## config.mk

```make
export PLATFORM = sky130hd
export DESIGN_NAME = acq_sequencer
export DESIGN_NICKNAME = d
export VERILOG_FILES = /design/src/rtl/acq_sequencer.sv
export SDC_FILE = /design/constraint.sdc
export NUM_CORES = 1
export LEC_CHECK = 0
export BUFFER_PORTS_ARGS = -buffer_cell sky130_fd_sc_hd__buf_2
export CAP_MARGIN = 30
export CORE_AREA = 2 2 126 103
export DETAILED_ROUTE_END_ITERATION = 7
export DIE_AREA = 0 0 128 105
export GPL_ROUTABILITY_DRIVEN = 0
export PLACE_DENSITY = 0.7
export SKIP_CTS_REPAIR_TIMING = 1
export SLEW_MARGIN = 20
export SYNTH_ARGS = -nofsm -noshare
export SYNTH_HDL_FRONTEND = slang
export SYNTH_SLANG_ARGS = --single-unit
export TNS_END_PERCENT = 30
```

## constraint.sdc

```tcl
create_clock -name clk -period 6.4 [get_ports clk]
set_input_delay 0.96 -clock clk [delete_from_list [all_inputs] [get_ports clk]]
set_output_delay 0.96 -clock clk [all_outputs]
set_load 0.03 [all_outputs]
```

## src/rtl/acq_sequencer.sv

```systemverilog
// rtl/acq_sequencer.sv - acquisition group sequencer with trigger watchdog and upload handoff
module acq_sequencer #(
  parameter logic [31:0] TRIG_TIMEOUT = 32'd25_000_000,
  parameter int          GROUP_W      = 16
) (
  input  logic               clk,
  input  logic               rst,
  input  logic [15:0]        UR_CMD,
  input  logic [GROUP_W-1:0] TOTAL_PULSE,
  input  logic               trig_pulse,
  input  logic               upload_ready,
  input  logic               upload_done,
  output logic               Capture_En,
  output logic               accum_clear,
  output logic               upload_start,
  output logic [GROUP_W-1:0] Pulse_counts,
  output logic [GROUP_W-1:0] group_count,
  output logic               busy,
  output logic               timeout_err,
  output logic [2:0]         seq_state
);

  localparam logic [2:0] S_IDLE    = 3'd0;
  localparam logic [2:0] S_CLEAR   = 3'd1;
  localparam logic [2:0] S_CAPTURE = 3'd2;
  localparam logic [2:0] S_WAIT_UL = 3'd3;
  localparam logic [2:0] S_UPLOAD  = 3'd4;

  localparam logic [GROUP_W-1:0] ONE = GROUP_W'(1);

  logic [1:0]         prev;
  logic               start_edge;
  logic               stop_edge;
  logic               stop_pend;
  logic [GROUP_W-1:0] tot_reg;
  logic [31:0]        wd;
  logic               wd_expired;
  logic               last_trig;
  logic [2:0]         nxt;
  logic               unused_cmd;

  // Command bits above continuous mode carry no meaning here.
  assign unused_cmd = &{1'b0, UR_CMD[15:3]};

  assign start_edge = UR_CMD[0] & ~prev[0];
  assign stop_edge  = UR_CMD[1] & ~prev[1];
  assign wd_expired = (TRIG_TIMEOUT != 32'd0) && (wd == TRIG_TIMEOUT - 32'd1);
  assign last_trig  = (Pulse_counts + ONE) == tot_reg;

  // Next-state decision; a stop edge overrides everything except the upload_done exit.
  always_comb begin
    nxt = seq_state;
    case (seq_state)
      S_IDLE: begin
        if (start_edge && !stop_edge) nxt = S_CLEAR;
      end
      S_CLEAR: begin
        nxt = stop_edge ? S_IDLE : S_CAPTURE;
      end
      S_CAPTURE: begin
        if (stop_edge)                   nxt = S_IDLE;
        else if (trig_pulse && last_trig) nxt = S_WAIT_UL;
        else if (!trig_pulse && wd_expired) nxt = S_IDLE;
      end
      S_WAIT_UL: begin
        if (stop_edge)         nxt = S_IDLE;
        else if (upload_ready) nxt = S_UPLOAD;
      end
      S_UPLOAD: begin
        if (upload_done)
          nxt = (UR_CMD[2] && !stop_edge && !stop_pend) ? S_CLEAR : S_IDLE;
      end
      default: nxt = S_IDLE;
    endcase
  end

  // State, counters and registered outputs, all derived from the next state so they move together.
  always_ff @(posedge clk or posedge rst) begin
    if (rst) begin
      prev         <= 2'b00;
      seq_state    <= S_IDLE;
      stop_pend    <= 1'b0;
      tot_reg      <= '0;
      wd           <= 32'd0;
      Capture_En   <= 1'b0;
      accum_clear  <= 1'b0;
      upload_start <= 1'b0;
      Pulse_counts <= '0;
      group_count  <= '0;
      busy         <= 1'b0;
      timeout_err  <= 1'b0;
    end else begin
      prev         <= UR_CMD[1:0];
      seq_state    <= nxt;
      Capture_En   <= (nxt == S_CAPTURE);
      accum_clear  <= (nxt == S_CLEAR);
      busy         <= (nxt != S_IDLE);
      upload_start <= (seq_state == S_WAIT_UL) && (nxt == S_UPLOAD);

      case (seq_state)
        S_IDLE: begin
          if (nxt == S_CLEAR) begin
            group_count <= '0;
            timeout_err <= 1'b0;
          end
        end
        S_CLEAR: begin
          if (!stop_edge) begin
            Pulse_counts <= '0;
            tot_reg      <= (TOTAL_PULSE == '0) ? ONE : TOTAL_PULSE;
            wd           <= 32'd0;
          end
        end
        S_CAPTURE: begin
          if (!stop_edge) begin
            if (trig_pulse) begin
              Pulse_counts <= Pulse_counts + ONE;
              wd           <= 32'd0;
            end else begin
              wd <= wd + 32'd1;
              if (wd_expired) timeout_err <= 1'b1;
            end
          end
        end
        S_UPLOAD: begin
          if (upload_done)    group_count <= group_count + ONE;
          else if (stop_edge) stop_pend   <= 1'b1;
        end
        default: ;
      endcase

      if (nxt == S_IDLE) stop_pend <= 1'b0;
    end
  end

endmodule
```

==> out/summary.txt, run 1 <==
Final #Nets -> 599
Avg Inst Size Synth -> 9.53 sq um
Iter 0 DRT Violations -> 319
Synth Net Count -> 543
setup_tns -> 0 ns
cells along the critical path -> or3b_1 -> a211oi_1 -> o2111ai_1 -> a2111oi_0 -> o311ai_1 -> and3_1
Fillers -> 1132
Rows -> 36
fin. max-slew vios -> 0
Ant. Diodes -> 0
post-synthesis mux area share -> 3.97%
worst hold path class -> reg2reg
Worst Skew -> 0.00661 ns
slew margin rel. -> 49.8%
xor/xnor share of the synthesized area -> 10.4%
Synth top cells by count -> dfrtp_1, nor2_1, nand2_1, o21ai_0, xnor2_1
outcome -> complete, no violations
Synth Instances -> 503
vias in the first global route -> 3790
fraction of layout cells with a size suffix above 1 -> 20.6%
max reg flops -> 32
vias post-DR -> 4073
drt first pass iters -> 5
Register Area -> 2280 sq um
Buf/Inv on CP -> 0
total track usage -> 17.5%
PwrDens -> 298 nW/um^2
largest area contributor in the netlist -> dfrtp_1
Distinct cells, synth -> 61
WP data required -> 6.63 ns
final worst path period share -> 45.2%
simple-gate area share of the yosys netlist -> 23.9%
RSZ-0062 raised after global routing -> false
post-synth top area share -> 47.5%
Slew @ Worst Pin -> 0.751 ns
critical path's largest stage delay -> 0.65 ns
Routed Antenna Nets -> 0
top_reg_cell synth -> dfrtp_1
H-tree lvl count -> 3
Post-synth EDFFs -> 0
Achievable Freq -> 0.345 GHz
Reg clk slew, reported paths -> 0.06 ns
sequential area share after synthesis -> 47.5%
Levels on crit path -> 6
WS Path Type -> reg2reg
full die area -> 13400 sq um
slowest CP cell -> or3b_1
final std cells w/o fill -> 715
via/cell ratio -> 5.70
worst-skew pair later-pin latency -> 0.34 ns
Worst Hold Path Cells -> 1
P_leak -> 2.53 nW
footprint of the multi-input gates -> 2380 sq um
crit path time final -> 2.90 ns
GRT Residual Overflow -> 0
Max FO, Critical Path -> 14
Syn-to-layout area delta -> 15.9%
Initial Util -> 39.7%
most common cell in the netlist -> dfrtp_1
initial antenna violation count -> 0
first-pass GRT wire length -> 19.0 mm
largest family of logic cells by synthesized area -> simple AND/OR/NAND/NOR gates
Die Y -> 105 um
clk buf depth -> 2
average wire per cell in the routed design -> 16.0 um
fin area -> 5560 sq um
Core Region -> 12100 sq um
CTS tree -> yes
CP Data Arrival Time -> 3.12 ns
crit path capture type -> flop
dpl hpwl -> 7.86 mm
ranking of synthesized cells by area -> dfrtp_1, xnor2_1, nor2_1
placement-stage cell area -> 5230 sq um
Largest Register -> wd
largest net degree at the start of global routing -> 70
maximum vdd ir drop -> 0.173 mV
post-synthesis compound-gate area fraction -> 10.4%
critical path's top delay family -> compound AO/OA/AOI/OAI gates
Die X -> 128 um
IO Pins -> 77
register bit total from synthesis -> 91
CTS sink cnt -> 91
Residual DRC -> 0
post-synthesis cell area -> 4800 sq um
Async S/R FF share, synth -> 100%
placed cells -> 698
synth warn -> 0
adder-cell share of the synthesized area -> 0.783%
IO Port Bufs -> 63
R2R depth -> 6
Inserted Clock Buffers -> 9
Final Setup Violations -> 0
CTS root buf -> clkbuf_16
final wirelength -> 11.4 mm
number of max-cap violations -> 0
Final Hold Violating Endpoints -> 0
CP Launch Type -> flop
==> path summary, 6_finish.rpt <==
kind                                               end  slack, ns               startpoint
hold reg to reg                tot_reg[14]$_DFFE_PP0P_       0.53  tot_reg[14]$_DFFE_PP0P_
max in group asynchronous  group_count[14]$_DFFE_PP0P_       4.79                      rst
setup / recovery                  Capture_En$_DFF_PP0_       3.50   seq_state[2]$_DFF_PP0_
hold / removal                 tot_reg[14]$_DFFE_PP0P_       0.53  tot_reg[14]$_DFFE_PP0P_
min in group asynchronous            prev[1]$_DFF_PP0_       0.59                      rst
setup reg to reg                  Capture_En$_DFF_PP0_       3.50   seq_state[2]$_DFF_PP0_
==> per-stage QoR <==
step / utilization, % / setup slack (ns) / hold slack, ns / total power, mW
floorplan: - / 3.08 / 0.498 / 1.02
global placement: 43.4 / 3.43 / 0.502 / 1.11
detailed placement: 43.4 / 3.37 / 0.521 / 1.13
CTS: 45.8 / 3.59 / 0.535 / 1.66
global route: 46.0 / 3.33 / 0.555 / 1.74
finish: 46.0 / 3.50 / 0.534 / 1.66
==> cells by family (layout without fill, tap and decap cells) <==
family,after synthesis,after routing
muxes,17,17
DFF,91,91
buffers and inverters,36,96
and+or+nand+nor,219,219
AOI/OAI and AO/OA,80,80
adders and majority gates,3,3
xor gates and xnor gates,57,57
==> cell usage in the layout, fill, tap and decap left out, types with 16 or more instances in the layout <==
master   instances
nand2_1         37
buf_2           63
nand3_1         28
nor2_1          65
xor2_1          28
a21oi_1         16
mux2_2          16
nand4_1         17
dfrtp_1         91
xnor2_1         29
o21ai_0         29
==> layout make-up <==
class	instances	share of cell area [%]
Clock buffer	10	4.30
Clock inverter	5	0.968
Inverter	12	0.833
Multi-Input combinational cell	376	42.8
Sequential cell	91	41.0
Tap cell	152	3.42
Timing Repair Buffer	69	6.71
==> routing by layer <==
metal	up-vias	wire, um	track usage (%)	part of all wire (%)
li1	1890	-	-	-
met1	2018	5350	25.7	47
met2	150	5080	25.2	45
met3	15	842	5.27	7.4
met4	0	139	4.16	1.2
met5	-	0	0	0
==> report_power, final <==
part | switching, mW | internal, mW
combinational | 0.236 | 0.172
sequential | 0.0737 | 0.649
clock | 0.218 | 0.310
total | 0.527 | 1.13
Note: power is estimated with default switching activity, not from simulation.
==> run 2, diff against run 1 <==
==> constraint.sdc (replaced) <==
create_clock -name clk -period 3 [get_ports clk]
set_input_delay 0.45 -clock clk [delete_from_list [all_inputs] [get_ports clk]]
set_output_delay 0.45 -clock clk [all_outputs]
set_load 0.03 [all_outputs]
==> run 2 against run 1 <==
Compared with the run above:
- sequential power rose by 110%
- hold slack got worse by 0.35 ns
- via count fell by 1.4%
- critical endpoint unchanged
- setup slack got worse by 3.1 ns
- sequential cell count did not move
- total power rose by 120%
- die area did not move
- fmax rose by 9.8%
==> out/summary.txt, run 2 (synthesis results as in run 1) <==
initial antenna violation count -> 0 (unchanged)
slowest CP cell -> a2111oi_0 (was or3b_1)
final worst path period share -> 87.9% (was 45.2%)
max reg flops -> 32 (unchanged)
Iter 0 DRT Violations -> 337 (was 319)
setup_tns -> 0 ns (unchanged)
IO Port Bufs -> 63 (unchanged)
crit path capture type -> flop (unchanged)
CTS root buf -> clkbuf_16 (unchanged)
CP Data Arrival Time -> 2.87 ns (was 3.12 ns)
Reg clk slew, reported paths -> 0.07 ns (was 0.06 ns)
most frequent cells in the layout -> dfrtp_1, nor2_1, buf_2 (unchanged)
RSZ-0062 raised after global routing -> false (unchanged)
total track usage -> 17.6% (was 17.5%)
Final Hold Violating Endpoints -> 0 (unchanged)
Inserted Clock Buffers -> 9 (unchanged)
WP data required -> 3.23 ns (was 6.63 ns)
WS Path Type -> reg2reg (unchanged)
Initial Util -> 39.7% (unchanged)
GRT Residual Overflow -> 0 (unchanged)
critical path's top delay family -> compound AO/OA/AOI/OAI gates (unchanged)
most common cell after layout, fill and taps aside -> dfrtp_1 (unchanged)
average wire per cell in the routed design -> 15.5 um (was 16.0 um)
Worst Skew -> 0.00701 ns (was 0.00661 ns)
number of max-cap violations -> 0 (unchanged)
Ant. Diodes -> 0 (unchanged)
H-tree lvl count -> 3 (unchanged)
vias in the first global route -> 3949 (was 3790)
CP Launch Type -> flop (unchanged)
drt first pass iters -> 5 (unchanged)
Largest Register -> wd (unchanged)
critical path's largest stage delay -> 0.57 ns (was 0.65 ns)
via/cell ratio -> 5.58 (was 5.70)
fraction of layout cells with a size suffix above 1 -> 21.0% (was 20.6%)
PwrDens -> 649 nW/um^2 (was 298 nW/um^2)
dpl hpwl -> 7.83 mm (was 7.86 mm)
R2R depth -> 7 (was 6)
maximum vdd ir drop -> 0.304 mV (was 0.173 mV)
Final #Nets -> 602 (was 599)
Final Setup Violations -> 0 (unchanged)
IO Pins -> 77 (unchanged)
clk buf depth -> 2 (unchanged)
crit path time final -> 2.64 ns (was 2.90 ns)
Core Region -> 12100 sq um (unchanged)
largest net degree at the start of global routing -> 92 (was 70)
Max FO, Critical Path -> 8 (was 14)
Achievable Freq -> 0.379 GHz (was 0.345 GHz)
full die area -> 13400 sq um (unchanged)
worst-skew pair later-pin latency -> 0.34 ns (about the same)
Routed Antenna Nets -> 0 (unchanged)
cells along the critical path -> ha_1 -> xor2_1 -> nor3_1 -> o2111ai_1 -> a2111oi_0 -> o311ai_1 -> and3_1 (was or3b_1 -> a211oi_1 -> o2111ai_1 -> a2111oi_0 -> o311ai_1 -> and3_1)
P_leak -> 2.56 nW (was 2.53 nW)
Slew @ Worst Pin -> 0.690 ns (was 0.751 ns)
R2R Path End -> Capture_En$_DFF_PP0_ (unchanged)
Reg2Reg Setup Slack -> 0.36 ns (was 3.50 ns)
vias post-DR -> 4014 (was 4073)
outcome -> complete, no violations (unchanged)
worst hold path class -> in2async (was reg2reg)
Die X -> 128 um (unchanged)
Buf/Inv on CP -> 0 (unchanged)
Syn-to-layout area delta -> 17.0% (was 15.9%)
Rows -> 36 (unchanged)
first-pass GRT wire length -> 19.3 mm (was 19.0 mm)
R2R Path Start -> Pulse_counts[0]$_DFFE_PP0P_ (was seq_state[2]$_DFF_PP0_)
Power Total -> 3.64 mW (was 1.66 mW)
Residual DRC -> 0 (unchanged)
Die Y -> 105 um (unchanged)
final wirelength -> 11.2 mm (was 11.4 mm)
CTS tree -> yes (unchanged)
CTS sink cnt -> 91 (unchanged)
slew margin rel. -> 53.8% (was 49.8%)
fin. max-slew vios -> 0 (unchanged)
==> run 2: worst reg2reg max path, delay by kind of cell, from the launching register on <==
family / cells / cell delay (ns)
AOI/OAI and AO/OA: 3 / 1.00
adders and majority gates: 1 / 0.36
xor gates and xnor gates: 1 / 0.14
and+or+nand+nor: 2 / 0.55
DFF: 1 / 0.48
==> run 2: through the flow <==
step | cells | hold slack (ns) | utilization, % | setup WS [ns] | area, sq um
after floorplan | 503 | 0.481 | - | 0.186 | 4800
after global placement | 703 | 0.504 | 43.8 | 0.471 | 5280
after detailed placement | 703 | 0.507 | 43.8 | 0.442 | 5280
after CTS | 719 | 0.212 | 46.5 | 0.423 | 5610
after global routing | 719 | 0.218 | 46.5 | 0.227 | 5610
final | 719 | 0.187 | 46.5 | 0.363 | 5610
==> run 2: power by group <==
part / internal [mW] / total [mW] / switching (mW)
sequential: 1.38 / 1.54 / 0.153
clock: 0.738 / 1.23 / 0.495
combinational: 0.375 / 0.871 / 0.496
==> run 2: how the worst max path moves through the flow <==
stage,start,slack [ns],depth (start not counted),to
4_1_cts,wd[6]$_DFFE_PP0P_,0.42,6,stop_pend$_DFFE_PP0P_
3_3_place_gp,wd[6]$_DFFE_PP0P_,0.47,6,stop_pend$_DFFE_PP0P_
3_5_place_dp,wd[6]$_DFFE_PP0P_,0.44,6,stop_pend$_DFFE_PP0P_
6_report,Pulse_counts[0]$_DFFE_PP0P_,0.36,7,Capture_En$_DFF_PP0_
2_1_floorplan,rst,0.19,1,Capture_En$_DFF_PP0_
5_1_grt,Pulse_counts[5]$_DFFE_PP0P_,0.23,6,Capture_En$_DFF_PP0_
==> run 2: cell type report <==
class	count	area, sq um
inverter	12	46.3
fill	1155	6460
tap	152	190
timing repair buffer	72	395
clock buffer	9	225
multi-input combinational	376	2370
sequential	91	2280
clock inverter	7	100
==> run 2: per-layer routing <==
layer  wire length [um]  track usage, %
met5                  0               0
met4                132            5.18
met3                676            3.53
met2               4960            26.7
met1               5410            25.5
==> run 3, diff against run 2 <==
--- a/config.mk
+++ b/config.mk
@@ -7,11 +7,11 @@
 export LEC_CHECK = 0
 export BUFFER_PORTS_ARGS = -buffer_cell sky130_fd_sc_hd__buf_2
 export CAP_MARGIN = 30
-export CORE_AREA = 2 2 126 103
+export CORE_AREA = 2 2 106 88
 export DETAILED_ROUTE_END_ITERATION = 7
-export DIE_AREA = 0 0 128 105
+export DIE_AREA = 0 0 108 90
 export GPL_ROUTABILITY_DRIVEN = 0
-export PLACE_DENSITY = 0.7
+export PLACE_DENSITY = 0.9
 export SKIP_CTS_REPAIR_TIMING = 1
 export SLEW_MARGIN = 20
 export SYNTH_ARGS = -nofsm -noshare
==> run 3 against run 2 <==
Compared with the run above:
- routed wire length increased by 2.2%
- setup slack worse by 0.16 ns
- clock skew rose by 0.0055 ns
- register-to-register slack worse by 0.16 ns
- highest routed layer unchanged
==> out/summary.txt, run 3 (synthesis results as in run 1) <==
Slew @ Worst Pin -> 0.669 ns (was 0.690 ns)
Final Hold Violating Endpoints -> 0 (unchanged)
Power Total -> 3.28 mW (was 3.64 mW)
vias in the first global route -> 4005 (was 3949)
final worst path period share -> 93.2% (was 87.9%)
fraction of layout cells with a size suffix above 1 -> 20.8% (was 21.0%)
Syn-to-layout area delta -> 13.4% (was 17.0%)
maximum vdd ir drop -> 0.351 mV (was 0.304 mV)
crit path capture type -> flop (unchanged)
GRT Residual Overflow -> 0 (unchanged)
Final #Nets -> 602 (unchanged)
cells along the critical path -> ha_1 -> xor2_1 -> nor3_1 -> o2111ai_1 -> a2111oi_0 -> o311ai_1 -> and3_1 (unchanged)
slowest CP cell -> a2111oi_0 (unchanged)
most common cell after layout, fill and taps aside -> dfrtp_1 (unchanged)
WP data required -> 3.26 ns (was 3.23 ns)
vias post-DR -> 4213 (was 4014)
Ant. Diodes -> 0 (unchanged)
via/cell ratio -> 6.18 (was 5.58)
CTS tree -> yes (unchanged)
Initial Util -> 55.0% (was 39.7%)
Rows -> 31 (was 36)
Reg clk slew, reported paths -> 0.10 ns (was 0.07 ns)
initial antenna violation count -> 0 (unchanged)
PwrDens -> 604 nW/um^2 (was 649 nW/um^2)
most frequent cells in the layout -> dfrtp_1, nor2_1, buf_2 (unchanged)
Final Setup Violations -> 0 (unchanged)
fin. max-slew vios -> 0 (unchanged)
IO Port Bufs -> 63 (unchanged)
Max FO, Critical Path -> 8 (unchanged)
slew margin rel. -> 55.2% (was 53.8%)
outcome -> complete, no violations (unchanged)
Routed Antenna Nets -> 0 (unchanged)
pre-CTS WS -> 0.334 ns (was 0.442 ns)
clk buf depth -> 2 (unchanged)
dpl hpwl -> 7.96 mm (was 7.83 mm)
CP Data Arrival Time -> 3.06 ns (was 2.87 ns)
average wire per cell in the routed design -> 16.7 um (was 15.5 um)
H-tree lvl count -> 3 (unchanged)
Core Region -> 8730 sq um (was 12100 sq um)
Largest Register -> wd (unchanged)
CTS root buf -> clkbuf_8 (was clkbuf_16)
Die X -> 108 um (was 128 um)
CP Launch Type -> flop (unchanged)
max reg flops -> 32 (unchanged)
P_leak -> 2.50 nW (was 2.56 nW)
crit path time final -> 2.80 ns (was 2.64 ns)
largest net degree at the start of global routing -> 92 (unchanged)
Iter 0 DRT Violations -> 436 (was 337)
Worst Skew -> 0.0125 ns (was 0.00701 ns)
worst hold path class -> in2async (unchanged)
WS Path Type -> reg2reg (unchanged)
full die area -> 9720 sq um (was 13400 sq um)
setup_tns -> 0 ns (unchanged)
IO Pins -> 77 (unchanged)
Inserted Clock Buffers -> 9 (unchanged)
CTS sink cnt -> 91 (unchanged)
Reg2Reg Setup Slack -> 0.20 ns (was 0.36 ns)
critical path's largest stage delay -> 0.55 ns (was 0.57 ns)
number of max-cap violations -> 0 (unchanged)
WHS -> 0.170 ns (was 0.187 ns)
first-pass GRT wire length -> 19.3 mm (about the same)
Achievable Freq -> 0.358 GHz (was 0.379 GHz)
RSZ-0062 raised after global routing -> false (unchanged)
Residual DRC -> 0 (unchanged)
Die Y -> 90 um (was 105 um)
final wirelength -> 11.4 mm (was 11.2 mm)
worst-skew pair later-pin latency -> 0.36 ns (was 0.34 ns)
total track usage -> 24.8% (was 17.6%)
Setup WS post-layout -> 0.203 ns (was 0.363 ns)
R2R Path Start -> Pulse_counts[0]$_DFFE_PP0P_ (unchanged)
drt first pass iters -> 6 (was 5)
crit path from -> Pulse_counts[0]$_DFFE_PP0P_ (unchanged)
## run 3: report_power, final
part	switching [mW]	internal [mW]	total, mW
combinational	0.516	0.374	0.890
sequential	0.156	1.38	1.54
clock	0.458	0.396	0.854
total	1.13	2.15	3.28
## run 3: per-stage QoR
stage / std cells / instance area (sq um) / util (%)
final: 682 / 5440 / 62.3
after global routing: 682 / 5440 / 62.3
after CTS: 681 / 5430 / 62.2
after detailed placement: 665 / 5230 / 59.9
after global placement: 665 / 5230 / 59.9
after floorplan: 503 / 4800 / -
## run 3: final cells by class
type	count	area, sq um
Clock buffer	10	128
Multi-Input combinational cell	376	2370
Sequential cell	91	2280
Timing Repair Buffer	72	395
Inverter	12	46.3
Fill cell	692	3290
Clock inverter	6	72.6
Tap cell	115	144
## run 3: path summary, 6_finish.rpt
kind | to | depth (start not counted)
setup / recovery | Capture_En$_DFF_PP0_ | 7
hold / removal | group_count[5]$_DFFE_PP0P_ | 3
setup reg to reg | Capture_En$_DFF_PP0_ | 7
hold reg to reg | tot_reg[6]$_DFFE_PP0P_ | 1
max in group asynchronous | wd[30]$_DFFE_PP0P_ | 3
min in group clk | prev[1]$_DFF_PP0_ | 1
## run 3: metal layers
metal	up-vias	routed length (um)	track usage [%]
met1	2061	4750	33.5
met4	0	278	8.76
met5	-	0	0
met3	34	1110	8.63
li1	1916	-	-
met2	202	5270	37.1
## run 3: worst max-delay path: cells and delay by family, from the launching register on
kind            cells  cell delay [ns]
xor+xnor            1             0.16
compound gates      3             1.05
simple gates        2             0.65
fa+ha+maj           1             0.35
flops               1             0.48
